### src/rtl/fp_add_arbiter.sv
// Round-robin scheduler sharing one bfloat16 adder among NUM_REQ requesters.
// Tracks in-flight ops with a LAT-deep tag pipeline and returns each sum to its issuer.
module fp_add_arbiter #(
  parameter int NUM_REQ = 4,
  parameter int LAT     = 1
) (
  input  logic                   clk,
  input  logic                   reset,
  input  logic [NUM_REQ-1:0]     req_valid,
  output logic [NUM_REQ-1:0]     req_ready,
  input  logic [16*NUM_REQ-1:0]  req_opA,
  input  logic [16*NUM_REQ-1:0]  req_opB,
  output logic [NUM_REQ-1:0]     resp_valid,
  input  logic [NUM_REQ-1:0]     resp_ready,
  output logic [19*NUM_REQ-1:0]  resp_data,
  output logic [15:0]            add_opA,
  output logic [15:0]            add_opB,
  output logic                   add_issue,
  input  logic [15:0]            add_sum,
  input  logic                   add_underflow,
  input  logic                   add_overflow,
  input  logic                   add_inexact,
  output logic [15:0]            issue_count
);

  localparam int IDW = (NUM_REQ > 1) ? $clog2(NUM_REQ) : 1;

  logic [NUM_REQ-1:0] r_busy;
  logic [NUM_REQ-1:0] r_resp_valid;
  logic [IDW-1:0]     r_ptr;
  logic [15:0]        r_issue_count;
  logic [LAT-1:0]     r_tag_vld;
  logic [IDW-1:0]     r_tag_id [LAT];
  logic [18:0]        r_buf [NUM_REQ];

  logic [NUM_REQ-1:0] w_elig;
  logic [NUM_REQ-1:0] w_gnt_oh;
  logic               w_gnt_vld;
  logic [IDW-1:0]     w_gnt_id;
  logic [IDW-1:0]     w_scan_idx;
  logic [IDW-1:0]     w_ptr_nxt;
  logic [15:0]        w_opa;
  logic [15:0]        w_opb;
  logic               w_cap_vld;
  logic [IDW-1:0]     w_cap_id;
  logic [NUM_REQ-1:0] w_resp_hs;

  assign w_elig    = req_valid & ~r_busy;
  assign w_resp_hs = r_resp_valid & resp_ready;
  assign w_cap_vld = r_tag_vld[LAT-1];
  assign w_cap_id  = r_tag_id[LAT-1];

  // Round-robin search from r_ptr upward; scanning downward lets the nearest hit win.
  always_comb begin
    w_gnt_vld  = 1'b0;
    w_gnt_id   = '0;
    w_scan_idx = '0;
    for (int k = NUM_REQ - 1; k >= 0; k--) begin
      w_scan_idx = IDW'((int'(r_ptr) + k) % NUM_REQ);
      w_gnt_vld  = w_elig[w_scan_idx] ? 1'b1 : w_gnt_vld;
      w_gnt_id   = w_elig[w_scan_idx] ? w_scan_idx : w_gnt_id;
    end
  end

  // One-hot grant vector and operand mux toward the adder.
  always_comb begin
    w_gnt_oh = '0;
    w_opa    = 16'h0000;
    w_opb    = 16'h0000;
    for (int i = 0; i < NUM_REQ; i++) begin
      w_gnt_oh[i] = w_gnt_vld && (w_gnt_id == IDW'(i));
      w_opa       = w_opa | (w_gnt_oh[i] ? req_opA[16*i +: 16] : 16'h0000);
      w_opb       = w_opb | (w_gnt_oh[i] ? req_opB[16*i +: 16] : 16'h0000);
    end
  end

  assign w_ptr_nxt = (w_gnt_id == IDW'(NUM_REQ - 1)) ? '0 : (w_gnt_id + IDW'(1));

  assign req_ready   = w_gnt_oh;
  assign add_issue   = w_gnt_vld;
  assign add_opA     = w_opa;
  assign add_opB     = w_opb;
  assign resp_valid  = r_resp_valid;
  assign issue_count = r_issue_count;

  // Outstanding-op flags: set on accept, cleared when the response is consumed.
  always_ff @(posedge clk or negedge reset) begin
    if (!reset) begin
      r_busy <= '0;
    end else begin
      r_busy <= (r_busy | (w_gnt_oh & req_valid)) & ~w_resp_hs;
    end
  end

  // Priority pointer and wrapping issue counter advance only on a grant.
  always_ff @(posedge clk or negedge reset) begin
    if (!reset) begin
      r_ptr         <= '0;
      r_issue_count <= 16'h0000;
    end else if (w_gnt_vld) begin
      r_ptr         <= w_ptr_nxt;
      r_issue_count <= r_issue_count + 16'd1;
    end else begin
      r_ptr         <= r_ptr;
      r_issue_count <= r_issue_count;
    end
  end

  // Tag pipeline mirrors the adder latency so each result finds its owner.
  always_ff @(posedge clk or negedge reset) begin
    if (!reset) begin
      r_tag_vld <= '0;
      for (int s = 0; s < LAT; s++) begin
        r_tag_id[s] <= '0;
      end
    end else begin
      r_tag_vld[0] <= w_gnt_vld;
      r_tag_id[0]  <= w_gnt_id;
      for (int s = 1; s < LAT; s++) begin
        r_tag_vld[s] <= r_tag_vld[s-1];
        r_tag_id[s]  <= r_tag_id[s-1];
      end
    end
  end

  // Result buffers; busy gating rules out a write and a consume on the same entry.
  always_ff @(posedge clk or negedge reset) begin
    if (!reset) begin
      r_resp_valid <= '0;
      for (int i = 0; i < NUM_REQ; i++) begin
        r_buf[i] <= 19'h00000;
      end
    end else begin
      for (int i = 0; i < NUM_REQ; i++) begin
        if (w_cap_vld && (w_cap_id == IDW'(i))) begin
          r_buf[i]        <= {add_underflow, add_overflow, add_inexact, add_sum};
          r_resp_valid[i] <= 1'b1;
        end else if (w_resp_hs[i]) begin
          r_buf[i]        <= r_buf[i];
          r_resp_valid[i] <= 1'b0;
        end else begin
          r_buf[i]        <= r_buf[i];
          r_resp_valid[i] <= r_resp_valid[i];
        end
      end
    end
  end

  // Flatten the buffers onto the response bus.
  always_comb begin
    resp_data = '0;
    for (int i = 0; i < NUM_REQ; i++) begin
      resp_data[19*i +: 19] = r_buf[i];
    end
  end

endmodule
### config.mk
export PLATFORM = sky130hd
export DESIGN_NAME = fp_add_arbiter
export DESIGN_NICKNAME = d
export VERILOG_FILES = /design/src/rtl/fp_add_arbiter.sv
export SDC_FILE = /design/constraint.sdc
export NUM_CORES = 1
export LEC_CHECK = 0
export ABC_AREA = 1
export ABC_CLOCK_PERIOD_IN_PS = 4900
export CORE_ASPECT_RATIO = 1.2
export CORE_MARGIN = 1.5
export CORE_UTILIZATION = 42
export CTS_CLUSTER_SIZE = 24
export DETAILED_ROUTE_END_ITERATION = 8
export GPL_TIMING_DRIVEN = 0
export MAX_ROUTING_LAYER = met4
export PLACE_DENSITY_LB_ADDON = 0.08
export SYNTH_ARGS = -nofsm -noshare
export SYNTH_HDL_FRONTEND = slang
export SYNTH_SLANG_ARGS = --single-unit
### constraint.sdc
create_clock -name clk -period 4.9 [get_ports clk]
set_input_delay 1.47 -clock clk [delete_from_list [all_inputs] [get_ports clk]]
set_output_delay 1.47 -clock clk [all_outputs]
set_load 0.01 [all_outputs]
==> impl_metrics.xml <==
<?xml version="1.0" encoding="UTF-8"?>
<metrics>
  <group name="sta">
    <metric name="tightest_slew" unit="ns">0.557</metric>
    <metric name="slew_headroom" unit="">0.629</metric>
    <metric name="finalHoldWorstSlack" unit="ns">0.482</metric>
    <metric name="finalCritPeriodShare" unit="">0.978</metric>
    <metric name="setup_total_negative_slack" unit="ns">0</metric>
    <metric name="maximum_operating_frequency" unit="MHz">209</metric>
    <metric name="finalMaxSlewViolations" unit="">0</metric>
    <metric name="finClkSkew" unit="ns">0.00876</metric>
    <metric name="grt_setup_unrepaired" unit="">false</metric>
    <metric name="timing_hold_violations_final" unit="">0</metric>
    <metric name="post-route-min-period" unit="ns">4.79</metric>
    <metric name="setup_slack" unit="ns">0.106</metric>
    <metric name="report.final.setup_viol" unit="">0</metric>
  </group>
  <group name="die">
    <metric name="die-width" unit="um">114</metric>
    <metric name="die_area" unit="mm2">0.0154</metric>
    <metric name="die_height" unit="um">136</metric>
    <metric name="starting_density" unit="">0.430</metric>
    <metric name="placeableCoreArea" unit="mm2">0.0144</metric>
    <metric name="floorplan.rows" unit="">48</metric>
    <metric name="io-pin-count" unit="">290</metric>
  </group>
  <group name="logic_synthesis">
    <metric name="netlist-cell-type-count" unit="">30</metric>
    <metric name="dominant_cell_type_by_area_after_synthesis" unit="">dfrtp_1</metric>
    <metric name="proportion_of_register_bits_with_asynchronous_set_or_reset_after_synthesis" unit="">1.00</metric>
    <metric name="synth-warning-count" unit="">0</metric>
    <metric name="synth_seq_cells" unit="">105</metric>
    <metric name="syn_inst" unit="">797</metric>
    <metric name="synth_seq_area_share" unit="">0.426</metric>
    <metric name="yosys-top-cells-area" unit="">dfrtp_1 (43%), nand2_1 (14%), nand3_2 (9.1%)</metric>
    <metric name="synth_ff_type" unit="">dfrtp_1</metric>
    <metric name="synthesis.area" unit="mm2">0.00617</metric>
    <metric name="synth_nets" unit="">959</metric>
    <metric name="synthDominantCellAreaShare" unit="">0.426</metric>
    <metric name="avgSynthCellArea" unit="um2">7.74</metric>
    <metric name="synth_edf_count" unit="">0</metric>
  </group>
  <group name="cells_and_area">
    <metric name="final_cell_count_without_fillers" unit="">1300</metric>
    <metric name="flow.area_growth_from_synthesis" unit="%">60.7</metric>
    <metric name="final.fill_count" unit="">1267</metric>
    <metric name="post_route_cells_drive_above_1_share" unit="">0.181</metric>
    <metric name="nets" unit="">1281</metric>
    <metric name="final_core_util" unit="">0.691</metric>
    <metric name="final_area" unit="mm2">0.00991</metric>
  </group>
  <group name="worst_setup_path">
    <metric name="critPathMostFrequentCell" unit="">nand2_1</metric>
    <metric name="critical-path-max-stage-delay" unit="ns">0.18</metric>
    <metric name="critical_path.top_delay_family" unit="">simple AND/OR/NAND/NOR gates</metric>
    <metric name="reg2reg_slack" unit="ns">2.57</metric>
    <metric name="cp_max_fo" unit="">10</metric>
    <metric name="timing.critical_path.arrival" unit="ns">3.32</metric>
    <metric name="critical-path-slowest-cell" unit="">ha_4</metric>
    <metric name="critical_path_buf_inv_count" unit="">7</metric>
    <metric name="worst_setup_path_end_kind" unit="">output port</metric>
    <metric name="critical_path_required" unit="ns">3.43</metric>
    <metric name="critPathLaunchType" unit="">primary input</metric>
    <metric name="critical_path_class" unit="">in2out</metric>
    <metric name="timing.critical_path.cells" unit="">buf_2, inv_2, nor2_2, nand2_1, o21ai_2, nand2_1, nand2_1, nand2_2, nand2_2, nand2_4, nand2_4, inv_4, ha_4, buf_4, buf_12, nand3_2, nand2_1, inv_1, nand2_1, buf_2</metric>
  </group>
  <group name="run">
    <metric name="cap_violations" unit="">0</metric>
  </group>
  <group name="cts">
    <metric name="cts_hold_buffers" unit="">0</metric>
    <metric name="clkSinkCount" unit="">105</metric>
    <metric name="clockRootBuffer" unit="">clkbuf_16</metric>
    <metric name="h_tree_levels" unit="">3</metric>
    <metric name="clkSlewWorstSetupHoldPaths" unit="ns">0.07</metric>
    <metric name="cts_inserted_buffers" unit="">9</metric>
    <metric name="clock_latency" unit="ns">0.34</metric>
    <metric name="clock_tree_from_tritoncts" unit="">built</metric>
    <metric name="cts-root-to-sink-buffers" unit="">2</metric>
  </group>
  <group name="power_and_ir_drop">
    <metric name="power_leakage" unit="nW">4.73</metric>
    <metric name="vdd.ir_drop.worst" unit="mV">0.684</metric>
    <metric name="fin_total_pwr" unit="mW">9.60</metric>
    <metric name="power_density" unit="mW/mm2">968</metric>
  </group>
  <group name="place">
    <metric name="place.gp.congestion" unit="">0.888</metric>
    <metric name="port_buffers" unit="">289</metric>
    <metric name="place_ws" unit="ns">-1.24</metric>
    <metric name="detailed_place_hpwl" unit="mm">15.5</metric>
    <metric name="post-place-cells" unit="">1262</metric>
    <metric name="placedInstanceArea" unit="mm2">0.00931</metric>
  </group>
  <group name="routing">
    <metric name="drt_pre_antenna_iters" unit="">4</metric>
    <metric name="drc" unit="">0</metric>
    <metric name="route.vias.total" unit="">6395</metric>
    <metric name="route.detailed.vias_per_inst" unit="">4.92</metric>
    <metric name="wire_per_inst" unit="um">15.6</metric>
    <metric name="first_iter_violations" unit="">347</metric>
    <metric name="wirelength" unit="mm">20.3</metric>
    <metric name="route.antenna.remaining_nets" unit="">0</metric>
  </group>
  <group name="grt">
    <metric name="grt_overflow_total" unit="">0</metric>
    <metric name="grt_first_pass_wirelength" unit="mm">31.1</metric>
    <metric name="antenna_found_initial" unit="">1</metric>
    <metric name="globalRouteTotalUtil" unit="">0.265</metric>
    <metric name="grt_max_degree" unit="">67</metric>
    <metric name="first_global_vias" unit="">6195</metric>
  </group>
  <group name="outcome">
    <metric name="status" unit="">complete, no violations</metric>
  </group>
  <group name="hold_path">
    <metric name="hp-class" unit="">reg2reg</metric>
  </group>
</metrics>
## repair_timing
action | 4_1_cts | 5_1_grt
hold endpoints to repair | 0 | 0
setup buffers | 18 | 8
pin swaps | 6 | 12
gates resized for setup | 170 | 41
endpoints found under the setup margin | 37 | 36
## metal layers
metal | GRT usage | wire, um
met1 | 0.289 | 7680
met4 | 0.0896 | 596
met3 | 0.0537 | 1130
met5 | - | 0
met2 | 0.481 | 10900
## report_power, final
part	leakage, nW	internal (mW)	switching [mW]
Clock	0.145	0.404	0.326
Combinational	3.29	3.37	3.95
Sequential	1.29	1.29	0.260
Total	4.73	5.06	4.54
## placed cells by master (no fill, tap or decap), types with 11 or more instances in the layout
| cell type | netlist | routed |
|---|---|---|
| nand2_1 | 222 | 209 |
| buf_6 | 11 | 16 |
| inv_1 | 115 | 110 |
| buf_2 | 9 | 27 |
| clkdlybuf4s50_1 | 0 | 248 |
| nor2_1 | 12 | 11 |
| dfrtp_1 | 105 | 105 |
| nand3_1 | 94 | 92 |
| o21ai_0 | 83 | 81 |
| nand2_2 | 2 | 11 |
| clkbuf_16 | 0 | 12 |
| buf_4 | 1 | 25 |
| clkbuf_1 | 25 | 16 |
| nand3_2 | 56 | 58 |
## worst reg2reg max path, cell delays in order, from the launching register on
cell	delay, ns
dfrtp_1	0.36
buf_4	0.17
inv_2	0.15
nand3_1	0.12
nand2_2	0.09
nand2_2	0.08
nand2_4	0.10
inv_1	0.05
nand2_2	0.08
nand2_2	0.09
nand2_4	0.09
nand2_4	0.09
inv_4	0.10
ha_4	0.20
buf_8	0.15
buf_4	0.14
nand3_1	0.08
a21boi_1	0.12
## synthesized netlist by cell type (5+ instances only)
cell and instances:
buf_2 9, buf_6 11, clkbuf_1 25, dfrtp_1 105, ha_1 5, inv_1 115, nand2_1 222, nand2_4 5
nand3_1 94, nand3_2 56, nor2_1 12, nor3_1 8, o21ai_0 83, o21ai_1 9, xor2_1 8
## logic make-up after synthesis
family	share of synthesized area
AND/OR/NAND/NOR	0.333
XOR/XNOR	0.0302
AO/OA/AOI/OAI	0.0803
buffers and inverters	0.120
flip-flops	0.426
adder cells (fa/ha/maj)	0.0101
## layout make-up
type | count | area [um2] | area share
plain buffers | 46 | 442 | 0.0445
multi-input cells | 523 | 2920 | 0.294
clock buffers | 10 | 229 | 0.0231
well taps | 175 | 219 | 0.0221
clock inverters | 6 | 75.1 | 0.00757
repair buffers | 315 | 2950 | 0.297
flip-flops and latches | 105 | 2630 | 0.265
inverters | 119 | 452 | 0.0456
diodes | 1 | 2.50 | 0.000252
## worst paths after layout
kind / from / endpoint / cells after the start
worst max-delay path: req_valid[1] / add_opA[7] / 20
worst min-delay path: resp_data[15] / resp_data[15] / 2
worst max register to register: r_ptr[0] / r_busy[3] / 17
worst min register to register: resp_data[15] / resp_data[15] / 2
max in group asynchronous: reset / resp_valid[1] / 2
min in group asynchronous: reset / resp_data[1] / 1
## sequential cells by signal, summed over array words and instances, names as in the netlist
signal,flops
issue_count,16
r_tag_vld,1
r_ptr,2
resp_valid,4
r_tag_id,2
resp_data,76
r_busy,4
No activity file was read; power rests on OpenSTA's default activity.
